**src/rtl/matvec8_pkg.sv**
```systemverilog
// Shared constants and state encoding for the 8x8 streaming matrix-vector multiplier.
package matvec8_pkg;
    localparam int K  = 8;
    localparam int IW = 14;
    localparam int OW = 28;
    localparam int CW = 3;
    localparam int MW = 6;

    typedef enum logic [1:0] {LOAD_M, LOAD_X, MAC, OUT} state_t;
endpackage

```
**src/rtl/matvec8_part4_if.sv**
```systemverilog
// Producer-side input stream and consumer-side output stream of matvec8_part4.
interface matvec8_part4_if;
    import matvec8_pkg::*;

    logic          input_valid;
    logic          input_ready;
    logic [IW-1:0] input_data;
    logic          new_matrix;
    logic          output_valid;
    logic          output_ready;
    logic [OW-1:0] output_data;

    modport master (
        output input_valid, input_data, new_matrix, output_ready,
        input  input_ready, output_valid, output_data
    );
    modport slave (
        input  input_valid, input_data, new_matrix, output_ready,
        output input_ready, output_valid, output_data
    );
endinterface

```
**src/rtl/matvec8_mac.sv**
```systemverilog
// Signed 14x14 multiply feeding a 28-bit wrapping accumulator; o_sum is the would-be next value.
module matvec8_mac
    import matvec8_pkg::*;
(
    input  logic                 clk,
    input  logic                 reset,
    input  logic                 i_clr,
    input  logic                 i_en,
    input  logic signed [IW-1:0] i_a,
    input  logic signed [IW-1:0] i_b,
    output logic signed [OW-1:0] o_sum
);
    logic signed [OW-1:0] r_acc;
    logic signed [OW-1:0] w_prod;

    // Full product fits OW bits exactly; the sum wraps modulo 2^OW.
    assign w_prod = OW'(i_a) * OW'(i_b);
    assign o_sum  = r_acc + w_prod;

    always_ff @(posedge clk or negedge reset) begin
        if (!reset)     r_acc <= '0;
        else if (i_clr) r_acc <= '0;
        else if (i_en)  r_acc <= o_sum;
    end
endmodule

```
**src/rtl/matvec8_part4.sv**
```systemverilog
// Streaming 8x8 signed matrix-vector multiplier: FSM, matrix/vector register files, output register.
module matvec8_part4
    import matvec8_pkg::*;
(
    input  logic           clk,
    input  logic           reset,
    matvec8_part4_if.slave bus
);
    state_t               r_state, w_nstate;
    logic                 r_first;
    logic [MW-1:0]        r_midx;
    logic [CW-1:0]        r_col, r_row;
    logic signed [IW-1:0] r_mat [K*K];
    logic signed [IW-1:0] r_vec [K];
    logic signed [OW-1:0] r_out, w_sum;
    logic                 w_in_rdy, w_out_vld, w_in_fire, w_out_fire, w_clr, w_en;

    assign w_in_fire        = bus.input_valid && w_in_rdy;
    assign w_out_fire       = w_out_vld && bus.output_ready;
    assign bus.input_ready  = w_in_rdy;
    assign bus.output_valid = w_out_vld;
    assign bus.output_data  = r_out;

    matvec8_mac u_mac (
        .clk   (clk),
        .reset (reset),
        .i_clr (w_clr),
        .i_en  (w_en),
        .i_a   (r_mat[{r_row, r_col}]),
        .i_b   (r_vec[r_col]),
        .o_sum (w_sum)
    );

    always_comb begin
        w_nstate  = r_state;
        w_in_rdy  = 1'b0;
        w_out_vld = 1'b0;
        w_clr     = 1'b0;
        w_en      = 1'b0;
        case (r_state)
            LOAD_X: begin
                w_in_rdy = 1'b1;
                if (bus.input_valid) begin
                    if (r_first && bus.new_matrix) begin
                        w_nstate = LOAD_M;
                    end else if (r_col == CW'(K-1)) begin
                        w_nstate = MAC;
                        w_clr    = 1'b1;
                    end
                end
            end
            LOAD_M: begin
                w_in_rdy = 1'b1;
                if (bus.input_valid && r_midx == MW'(K*K-1)) w_nstate = LOAD_X;
            end
            MAC: begin
                w_en = 1'b1;
                if (r_col == CW'(K-1)) w_nstate = OUT;
            end
            OUT: begin
                w_out_vld = 1'b1;
                if (bus.output_ready) begin
                    w_clr    = 1'b1;
                    w_nstate = (r_row == CW'(K-1)) ? LOAD_X : MAC;
                end
            end
            default: w_nstate = LOAD_X;
        endcase
    end

    always_ff @(posedge clk or negedge reset) begin
        if (!reset) begin
            r_state <= LOAD_X;
            r_first <= 1'b1;
            r_midx  <= '0;
            r_col   <= '0;
            r_row   <= '0;
            r_out   <= '0;
            for (int i = 0; i < K*K; i++) r_mat[i] <= '0;
            for (int i = 0; i < K; i++)   r_vec[i] <= '0;
        end else begin
            r_state <= w_nstate;
            case (r_state)
                LOAD_X: if (w_in_fire) begin
                    r_first <= 1'b0;
                    if (r_first && bus.new_matrix) begin
                        r_mat[0] <= bus.input_data;
                        r_midx   <= MW'(1);
                    end else begin
                        r_vec[r_col] <= bus.input_data;
                        r_col        <= r_col + CW'(1);
                        r_row        <= '0;
                    end
                end
                LOAD_M: if (w_in_fire) begin
                    r_mat[r_midx] <= bus.input_data;
                    r_midx        <= r_midx + MW'(1);
                end
                MAC: begin
                    r_col <= r_col + CW'(1);
                    // Capture the finished row on its last product so OUT can present it stably.
                    if (r_col == CW'(K-1)) r_out <= w_sum;
                end
                OUT: if (w_out_fire) begin
                    r_row <= r_row + CW'(1);
                    if (r_row == CW'(K-1)) r_first <= 1'b1;
                end
                default: ;
            endcase
        end
    end
endmodule

```
**src/flat_wrapper.sv**
```systemverilog
// flat-port wrapper written by rule: the top's interface ports become plain ports
module matvec8_part4_flat import matvec8_pkg::*;
  (clk, reset, bus_input_valid, bus_input_data, bus_new_matrix, bus_output_ready, bus_input_ready, bus_output_valid, bus_output_data);
  matvec8_part4_if bus_i ();
  input  logic clk;
  input  logic reset;
  input wire logic [$bits(bus_i.input_valid)-1:0] bus_input_valid;
  input wire logic [$bits(bus_i.input_data)-1:0] bus_input_data;
  input wire logic [$bits(bus_i.new_matrix)-1:0] bus_new_matrix;
  input wire logic [$bits(bus_i.output_ready)-1:0] bus_output_ready;
  output wire logic [$bits(bus_i.input_ready)-1:0] bus_input_ready;
  output wire logic [$bits(bus_i.output_valid)-1:0] bus_output_valid;
  output wire logic [$bits(bus_i.output_data)-1:0] bus_output_data;
  assign bus_i.input_valid = bus_input_valid;
  assign bus_i.input_data = bus_input_data;
  assign bus_i.new_matrix = bus_new_matrix;
  assign bus_i.output_ready = bus_output_ready;
  assign bus_input_ready = bus_i.input_ready;
  assign bus_output_valid = bus_i.output_valid;
  assign bus_output_data = bus_i.output_data;
  matvec8_part4 u_core (.clk(clk), .reset(reset), .bus(bus_i));
endmodule
```
**config.mk**
```make
export PLATFORM = sky130hd
export DESIGN_NAME = matvec8_part4_flat
export DESIGN_NICKNAME = d
export VERILOG_FILES = /design/src/rtl/matvec8_pkg.sv /design/src/rtl/matvec8_part4_if.sv /design/src/rtl/matvec8_mac.sv /design/src/rtl/matvec8_part4.sv /design/src/flat_wrapper.sv
export SDC_FILE = /design/constraint.sdc
export NUM_CORES = 2
export LEC_CHECK = 0
export ABC_CLOCK_PERIOD_IN_PS = 24600
export BUFFER_PORTS_ARGS = -buffer_cell sky130_fd_sc_hd__buf_2
export CORE_AREA = 3 3 376 527
export DETAILED_ROUTE_END_ITERATION = 12
export DIE_AREA = 0 0 379 530
export SYNTH_ARGS = -nofsm -noshare
export SYNTH_HDL_FRONTEND = slang
export SYNTH_HIERARCHICAL = 1
export SYNTH_SLANG_ARGS = --single-unit
```
**constraint.sdc**
```tcl
create_clock -name clk -period 24.6 [get_ports clk]
set_input_delay 2.46 -clock clk [delete_from_list [all_inputs] [get_ports clk]]
set_output_delay 2.46 -clock clk [all_outputs]
set_load 0.01 [all_outputs]
```
==> impl_metrics.tcl <==
set metrics [dict create \
    via_count 37462 \
    reg2reg_from "u_core/r_col[1]" \
    post-place-ws_ns 13.98 \
    htree_levels 3 \
    holdBufCountCts 0 \
    worstPathArrival_ns 11.30 \
    routabilityCongestion 0.884 \
    place_inst 6865 \
    wl_um 174000 \
    outcome "completed" \
    slowest_delay_ns 0.82 \
    seq_area_um2 27000 \
    grt_pass1_vias 40281 \
    startpoint_type "flip-flop" \
    worstRegToRegCells 28 \
    viasPerCell 5.31 \
    io_buffers 48 \
    worstSetupPathType "flip-flop to flip-flop" \
    critPathMostFrequentCell "fa_1" \
    dieArea_um2 201000 \
    synth_cell_types 84 \
    period_minus_slack_ns 10.68 \
    finClkSkew_ns 0.0571 \
    finalSetupViolCount 0 \
    slowest_stage "dfrtp_4" \
    max_clock_freq_mhz 93.6 \
    fin_tns_setup_ns 0 \
    die_y_um 530 \
    fin_crit_sh_pct 43.4 \
    fin_nets 4797 \
    max_slew_margin_pct 2.80 \
    drive_above_1_share_pct 33.8 \
    drt_iter0_drc 3040 \
    numClockSinks 1079 \
    max_cap_viol_count 0 \
    postCtsSetupRepairBufs 0 \
    ys_seq_area_share_pct 46.5 \
    cts_resized 0 \
    min_to "u_core/r_first" \
    worstHoldStart "u_core/r_first" \
    yosysWarnings 6 \
    die_w_um 379 \
    fill_cells 19116 \
    reg2reg_slack_ns 13.92 \
    finalHoldViolations 0 \
    cts_buffer_depth 3 \
    grt_max_degree 193 \
    rows 191 \
    drc 0 \
    hold_class "flip-flop to flip-flop" \
    ys_ff_latch 1079 \
    dpl.hpwl_um 111000 \
    grt_pass1_wl_um 264000 \
    initial_core_util_pct 30.0 \
    clkTransAtPathRegs_ns 0.07 \
    synth_top_flop_cell "dfrtp_1" \
    final_cell_count_no_fill 7051 \
    critPathMaxFanout 48 \
    netlist_area_um2 58000 \
    rsz0062_at_grt "no" \
    multiInputGateArea_um2 28200 \
    synthCells 4602 \
    slew_violations 0 \
    critPathRequiredTime_ns 25.22 \
    placed_area_um2 60600 \
    async_flop_share_pct 100 \
    drtPass1Iterations 7 \
    synthesis.nets 4939 \
    crit_buf_inv 8 \
    crit_family "adder cells" \
    worst-slew-pin-transition_ns 1.45 \
    cts_root_buf "clkbuf_16" \
    ios 49 \
    end_kind "flip-flop" \
    fin_ws_ns 13.92 \
    wl_per_cell_um 24.7 \
    setup.worst_path.start "u_core/r_col[1]" \
    syn_avg_cell_area_um2 12.6 \
    synth-edff-count 0 \
    clock_latency_ns 0.73 \
    core-area_um2 194000 \
    grt.total_usage_pct 17.3 \
    rr_endpoint "u_core/u_mac/r_acc[25]" \
    overflow 0 \
    cts_buffers 102 \
    cts_tree "built" \
    antenna_found_initial 7 \
    final_area_um2 64200 \
    area_growth_pct 10.5 \
    ant_nets 0 \
    holdPathStages 2 \
]
## stage by stage
stage,hold slack [ns],util [%]
after floorplan,0.453,-
after global placement,0.462,31.3
after detailed placement,0.481,31.3
after CTS,0.491,33.1
after global routing,0.502,33.1
final,0.492,33.1
## flip-flops by register name, summed over array words and instances (netlist names)
signal,cells
u_core/r_midx,6
u_core/r_row,3
u_core/r_vec,112
u_core/r_mat,896
u_core/bus.output_data,28
u_core/r_state,2
u_core/r_first,1
u_core/r_col,3
u_core/u_mac/r_acc,28
## synth_stat cells (all sizes together), types with 25 or more instances
library cell / instances / area, um2
a21oi: 70 / 350
dfrtp: 1077 / 27000
mux2: 1151 / 13000
o211ai: 28 / 215
nand3: 32 / 160
mux2i: 100 / 1000
buf: 198 / 993
nand2: 227 / 852
a22oi: 102 / 766
o21ai: 59 / 299
a221o: 39 / 390
fa: 230 / 4600
xnor2: 32 / 280
mux4: 25 / 563
inv: 319 / 1200
o2bb2ai: 56 / 490
a22o: 40 / 350
nor2: 86 / 328
and2: 99 / 619
a221oi: 114 / 998
clkbuf: 199 / 749
ha: 88 / 1100
## worst min-delay path, cell delays in order, from the launching register on
cell	delay (ns)
dfstp_2	0.39
inv_1	0.05
a21oi_1	0.06
## final cells by class
class                           count  share of cell area (%)
Antenna cell                        1                 0.00390
Clock buffer                      145                    4.59
Clock inverter                     40                   0.932
Inverter                          321                    1.88
Multi-Input combinational cell   2805                    43.9
Sequential cell                  1079                    42.1
Tap cell                         2509                    4.89
Timing Repair Buffer              151                    1.65
## placed cells by master, fill, tap and decap left out, types with 10 or more instances in the layout
cell       netlist  final
o2bb2ai_1       56     56
clkbuf_1       197     20
o21ai_0         55     55
a221oi_1       114    114
a211oi_1        18     18
fa_1           230    230
o211ai_1        27     27
a21o_1          17     17
clkinv_2         0     19
xnor2_1         32     32
nand2b_1        17     17
and2_1          98     97
nand2_1        227    227
ha_1            88     88
nor3_1          11     10
a221o_1         39     39
a21oi_1         70     70
nand3_1         32     32
a22o_1          40     40
dfrtp_1       1077   1073
mux2i_1        100    100
buf_4           20    100
nor2_1          84     80
clkbuf_8         0     23
a22oi_1        102    102
clkbuf_16        0    102
buf_2          128     47
inv_1          319    317
mux2_2        1148   1148
mux4_2          25     25
## kinds of logic after synthesis
family / count (synthesis) / synth area share [%]
DFF: 1079 / 46.5
AOI/OAI and AO/OA: 628 / 8.34
and+or+nand+nor: 544 / 4.62
xor gates and xnor gates: 39 / 0.588
buffers and inverters: 718 / 5.08
muxes: 1276 / 25.0
adders and majority gates: 318 / 9.83
## layer usage
metal / wire length [um] / global-route usage, %
met3: 8290 / 2.35
met4: 9780 / 8.99
met1: 69200 / 20.7
met5: 56 / 0
met2: 86800 / 30.2
## worst max-delay path by stage
stage / end / depth (start not counted) / slack (ns)
finish: u_core/u_mac/r_acc[25] / 28 / 13.92
global route: u_core/u_mac/r_acc[25] / 29 / 13.58
CTS: u_core/u_mac/r_acc[25] / 29 / 13.96
detailed placement: u_core/u_mac/r_acc[25] / 29 / 13.98
global placement: u_core/u_mac/r_acc[25] / 28 / 14.12
floorplan: u_core/u_mac/r_acc[25] / 30 / 16.65
Power is left out: the tool's default activity adds up to more than one toggle a clock period on the data nets, which glitch-free logic cannot reach.
